### config.mk
export PLATFORM = sky130hd
export DESIGN_NAME = ss_rp_16b
export DESIGN_NICKNAME = d
export VERILOG_FILES = /design/src/rtl/ss_rp_16b_pkg.sv /design/src/rtl/ss_rp_16b_rp_offset_adder.sv /design/src/rtl/ss_rp_16b.sv
export SDC_FILE = /design/constraint.sdc
export NUM_CORES = 1
export LEC_CHECK = 0
export CAP_MARGIN = 20
export CORE_ASPECT_RATIO = 2
export CORE_MARGIN = 2
export CORE_UTILIZATION = 56
export CTS_CLUSTER_SIZE = 10
export DETAILED_ROUTE_END_ITERATION = 12
export PLACE_DENSITY = 0.94
export SLEW_MARGIN = 40
export SYNTH_ARGS = -nofsm -noshare
export SYNTH_HDL_FRONTEND = slang
export SYNTH_SLANG_ARGS = --single-unit
### constraint.sdc
create_clock -name CLK -period 3.1 [get_ports CLK]
set_clock_uncertainty 0.15 [all_clocks]
set_input_delay 0.465 -clock CLK [delete_from_list [all_inputs] [get_ports CLK]]
set_output_delay 0.465 -clock CLK [all_outputs]
set_load 0.02 [all_outputs]
### src/rtl/ss_rp_16b_pkg.sv
// ---------------------------------------------------------------------------
// ss_rp_16b_pkg
// Shared definitions for the return-pointer register of the 16-bit stack
// subsystem: the offset-select encoding and the reset value of the pointer.
// ---------------------------------------------------------------------------
package ss_rp_16b_pkg;

  localparam int RP_WIDTH = 16;

  // Offset select carried on rp_src.
  typedef enum logic [1:0] {
    RP_SRC_ADD0 = 2'd0,  // rp <= add
    RP_SRC_INC  = 2'd1,  // rp <= add + 1
    RP_SRC_DEC  = 2'd2,  // rp <= add - 1
    RP_SRC_HOLD = 2'd3   // rp <= rp
  } rp_src_e;

  localparam logic [RP_WIDTH-1:0] RP_RESET_VAL = 16'h0000;

endpackage : ss_rp_16b_pkg

### src/rtl/ss_rp_16b_rp_offset_adder.sv
// ---------------------------------------------------------------------------
// rp_offset_adder
// Combinational offset stage of the return-pointer register. Turns the
// offset select into a two's-complement offset of 0, +1 or -1 and adds it
// to the base value. Arithmetic is modulo 2^WIDTH; carry/borrow is dropped.
//
// Ports:
//   add     in  [WIDTH-1:0]  base value
//   rp_src  in  [1:0]        offset select (hold/unknown -> offset 0)
//   next    out [WIDTH-1:0]  add + offset
// ---------------------------------------------------------------------------
module rp_offset_adder
  import ss_rp_16b_pkg::*;
#(
  parameter int WIDTH = 16
) (
  input  logic [WIDTH-1:0] add,
  input  logic [1:0]       rp_src,
  output logic [WIDTH-1:0] next
);

  logic [WIDTH-1:0] offset;

  // -1 is all ones, so a plain WIDTH-bit add implements the decrement and
  // the wrap at both ends falls out of the truncation.
  always_comb begin
    offset = '0;
    case (rp_src)
      RP_SRC_INC: offset = WIDTH'(1);
      RP_SRC_DEC: offset = '1;
      default:    offset = '0;
    endcase
  end

  assign next = add + offset;

endmodule : rp_offset_adder

### src/rtl/ss_rp_16b.sv
// ---------------------------------------------------------------------------
// ss_rp_16b
// Return-pointer register for the stack subsystem. Every rising clock edge
// it loads add, add+1 or add-1 (the offset is applied to add, never to the
// previous rp), or holds its value. Reset is asynchronous and overrides all
// selects; release is sampled by CLK.
//
// Ports:
//   CLK     in            system clock, rising edge
//   reset   in            asynchronous reset, active low
//   add     in  [WIDTH-1:0]  base value
//   rp_src  in  [1:0]        0:+0  1:+1  2:-1  3:hold
//   rp      out [WIDTH-1:0]  registered return pointer
// ---------------------------------------------------------------------------
module ss_rp_16b
  import ss_rp_16b_pkg::*;
#(
  parameter int               WIDTH     = 16,
  parameter logic [WIDTH-1:0] RESET_VAL = RP_RESET_VAL
) (
  input  logic             CLK,
  input  logic             reset,
  input  logic [WIDTH-1:0] add,
  input  logic [1:0]       rp_src,
  output logic [WIDTH-1:0] rp
);

  logic [WIDTH-1:0] next;

  rp_offset_adder #(
    .WIDTH (WIDTH)
  ) u_offset_adder (
    .add    (add),
    .rp_src (rp_src),
    .next   (next)
  );

  // Only the three load encodings update rp; hold and any unknown select
  // fall through to the default and keep the current value.
  always_ff @(posedge CLK or negedge reset) begin
    if (!reset) begin
      rp <= RESET_VAL;
    end else begin
      case (rp_src)
        RP_SRC_ADD0,
        RP_SRC_INC,
        RP_SRC_DEC: rp <= next;
        default:    rp <= rp;
      endcase
    end
  end

endmodule : ss_rp_16b

==> flow_summary_export.csv <==
group,metric,value,unit
status,status,"finished with violations",
status,violations,"negative hold slack",
die,die-area,3568,um^2
layout,regMostFlops,"rp",
clocking,clk_path_buf_depth,2,
clocking,cts.repair.resized,0,
die,start_util,58.63,%
clocking,clockRootBuffer,"clkbuf_8",
layout,fin_nets,276,
layout,final_cells,280,
route,avgRoutedWirePerCell,18.97,um
die,die_w,43.25,um
die,core,2943,um^2
synth,synth_top_cell_by_area,"dfrtp_1",
timing,rsz0062_at_grt,"false",
layout,final_common_cell,"clkdlybuf4s50_1",
global_route,grt_overflow_total,0,
layout,final_cell_mix,"34 x clkdlybuf4s50_1, 18 x nand2_1, 17 x buf_4",
timing,hold_slack,-34.99,ps
timing,worst_pin_slew,697.7,ps
clocking,cts_buffers,3,
synth,ys_seq_elements,16,
synth,synth-edff-count,0,
placement,pre_cts_slack,-91.65,ps
global_route,grt_antenna_before_repair,0,
run,drv_cap,0,
synth,netlist.area_leader.share,23.21,%
timing,min_period,2938,ps
route,vias,1938,
synth,yosys_warnings,0,
die,die_y,82.50,um
setup_path,cp-end-kind,"flip-flop",
route,drt_wl_total,5312,um
route,first_pass_iters,5,
layout,n_antenna_cell,0,
layout,area_delta_synth_final,27.27,%
route,drcViolationCount,0,
power_and_ir_drop,p_leak,0.8692,nW
placement,place_congestion,0.9432,
synth,synth_cells,216,
layout,largest_reg_flops,16,
route,vias_per_cell,6.921,
worst_hold_path,hp-class,"in2async",
setup_path,cp.arrival,2930,ps
timing,hold_viol,16,
global_route,grt_pass1_wl,8687,um
global_route,track_usage,32.26,%
timing,max-slew-margin-rel,53.44,%
timing,timing.fmax,0.3403,GHz
clocking,clock-sinks,16,
synth,ys_seq_area_share,23.21,%
clocking,cts_setup_buffers,0,
synth,syn_area,1725,um^2
timing,finalSetupViolCount,0,
timing,timing.final.crit_share,94.79,%
clocking,htreeDepth,1,
route,drtAntennaViolNets,0,
die,std_cell_rows,28,
setup_path,path_class,"in2reg",
setup_path,cp.required,3090,ps
synth,syn-num-nets,241,
die,io_pins,36,
synth,synthFlopType,"dfrtp_1",
route,drtIter0Drc,126,
placement,dp.cells,276,
placement,dp_hpwl,3861,um
layout,drive_gt1_share,12.40,%
synth,avgSynthCellArea,7.988,um^2
clocking,cts_tree,"yes",
setup_path,critPathMaxFanout,4,
setup_path,cp-start-kind,"input port",
timing,setup_slack,161.5,ps
global_route,grt_pass1_vias,1868,
clocking,worstSkewPairLatency,260,ps
clocking,cts_hold_buf,0,
synth,ys_async_sr_fraction,100.0,%
clocking,clk_pin_slew,70,ps
global_route,grt_max_degree,22,
power_and_ir_drop,p_per_area,379.6,nW/um^2
synth,yosysUniqueCellTypes,53,
power_and_ir_drop,ir_drop,0.3523,mV
synth,yosys-top-cells-area,"dfrtp_1 23%, xnor2_1 5.6%, mux2_2 4.6%, xor2_1 4.1%, nand2_1 3.9%",
timing,drv_slew,0,
layout,largestRegisters,"rp (16)",
timing,fin_setup_tns,0,ps
placement,port_buffers,35,
## power breakdown
part / switching [mW] / total [mW] / leakage (nW) / internal (mW)
Clock: 0.0855 / 0.199 / 0.0288 / 0.113
Sequential: 0.0209 / 0.266 / 0.185 / 0.245
Combinational: 0.194 / 0.369 / 0.656 / 0.175
## cell usage after synthesis (3+ instances only)
| cell | n |
|---|---|
| a2111oi_0 | 3 |
| a21o_1 | 3 |
| a21oi_1 | 5 |
| a22o_1 | 3 |
| a22oi_1 | 4 |
| a311oi_1 | 3 |
| a31oi_1 | 3 |
| and4_1 | 3 |
| and4b_1 | 4 |
| buf_2 | 4 |
| clkbuf_1 | 17 |
| dfrtp_1 | 16 |
| ha_1 | 5 |
| inv_1 | 3 |
| mux2_2 | 7 |
| nand2_1 | 18 |
| nand3_1 | 4 |
| nor2_1 | 13 |
| nor3_1 | 10 |
| nor3b_1 | 4 |
| nor4_1 | 4 |
| o21ai_0 | 9 |
| o21ai_1 | 8 |
| o22ai_1 | 5 |
| o31a_1 | 6 |
| or3b_1 | 3 |
| xnor2_1 | 11 |
| xor2_1 | 8 |
## through the flow
stage	cell area [um^2]	util (%)	power (mW)	hold WS (ps)
after floorplan	1725	-	0.4749	19.41
after global placement	2146	72.92	0.6234	340.2
after detailed placement	2146	72.92	0.6328	345.6
after CTS	2201	74.79	0.8313	361.2
after global routing	2196	74.62	0.8720	1.776
final	2196	74.62	0.8335	-34.99
## logic make-up after synthesis
family	synth area share, %
simple gates	24.51
compound gates	27.48
buf+inv	6.381
xor+xnor	9.645
flops	23.20
mux	5.149
fa+ha+maj	3.626
## per-layer routing
layer,global-route usage [%],vias up,wire [um],part of all wire (%)
li1,-,885,-,-
met1,34.05,907,1808,34
met2,59.70,111,2995,56
met3,4.565,35,293,5.5
met4,16.97,0,214,4.0
met5,0,-,0,0
## cell type report
type                    count  area, um^2
inverters                   4       15.01
multi-input cells         174        1215
well taps                  30       37.54
flip-flops and latches     16       400.4
clock buffers               4       55.05
fillers                   225       747.0
repair buffers             52       473.0
## critical path, stage by stage
cell and delay [ps]:
clkdlybuf4s50_1 490, inv_1 60, ha_1 280, inv_1 60, ha_1 190, nor4bb_1 420, a211o_1 190, a32o_1 290
nor3_1 100, or3b_1 380
## worst paths after layout
| kind | startpoint | end | slack, ps | depth (start not counted) |
|---|---|---|---|---|
| setup / recovery | rp_src[0] | rp[15]$_DFFE_PN0P_ | 160 | 10 |
| hold / removal | reset | rp[9]$_DFFE_PN0P_ | -30 | 1 |
| setup reg to reg | rp[15]$_DFFE_PN0P_ | rp[15]$_DFFE_PN0P_ | 1900 | 3 |
| hold reg to reg | rp[8]$_DFFE_PN0P_ | rp[8]$_DFFE_PN0P_ | 360 | 1 |
| max in group asynchronous | reset | rp[6]$_DFFE_PN0P_ | 2550 | 1 |
| min in group CLK | rp[8]$_DFFE_PN0P_ | rp[8]$_DFFE_PN0P_ | 360 | 1 |
No activity file was read; power rests on OpenSTA's default activity.
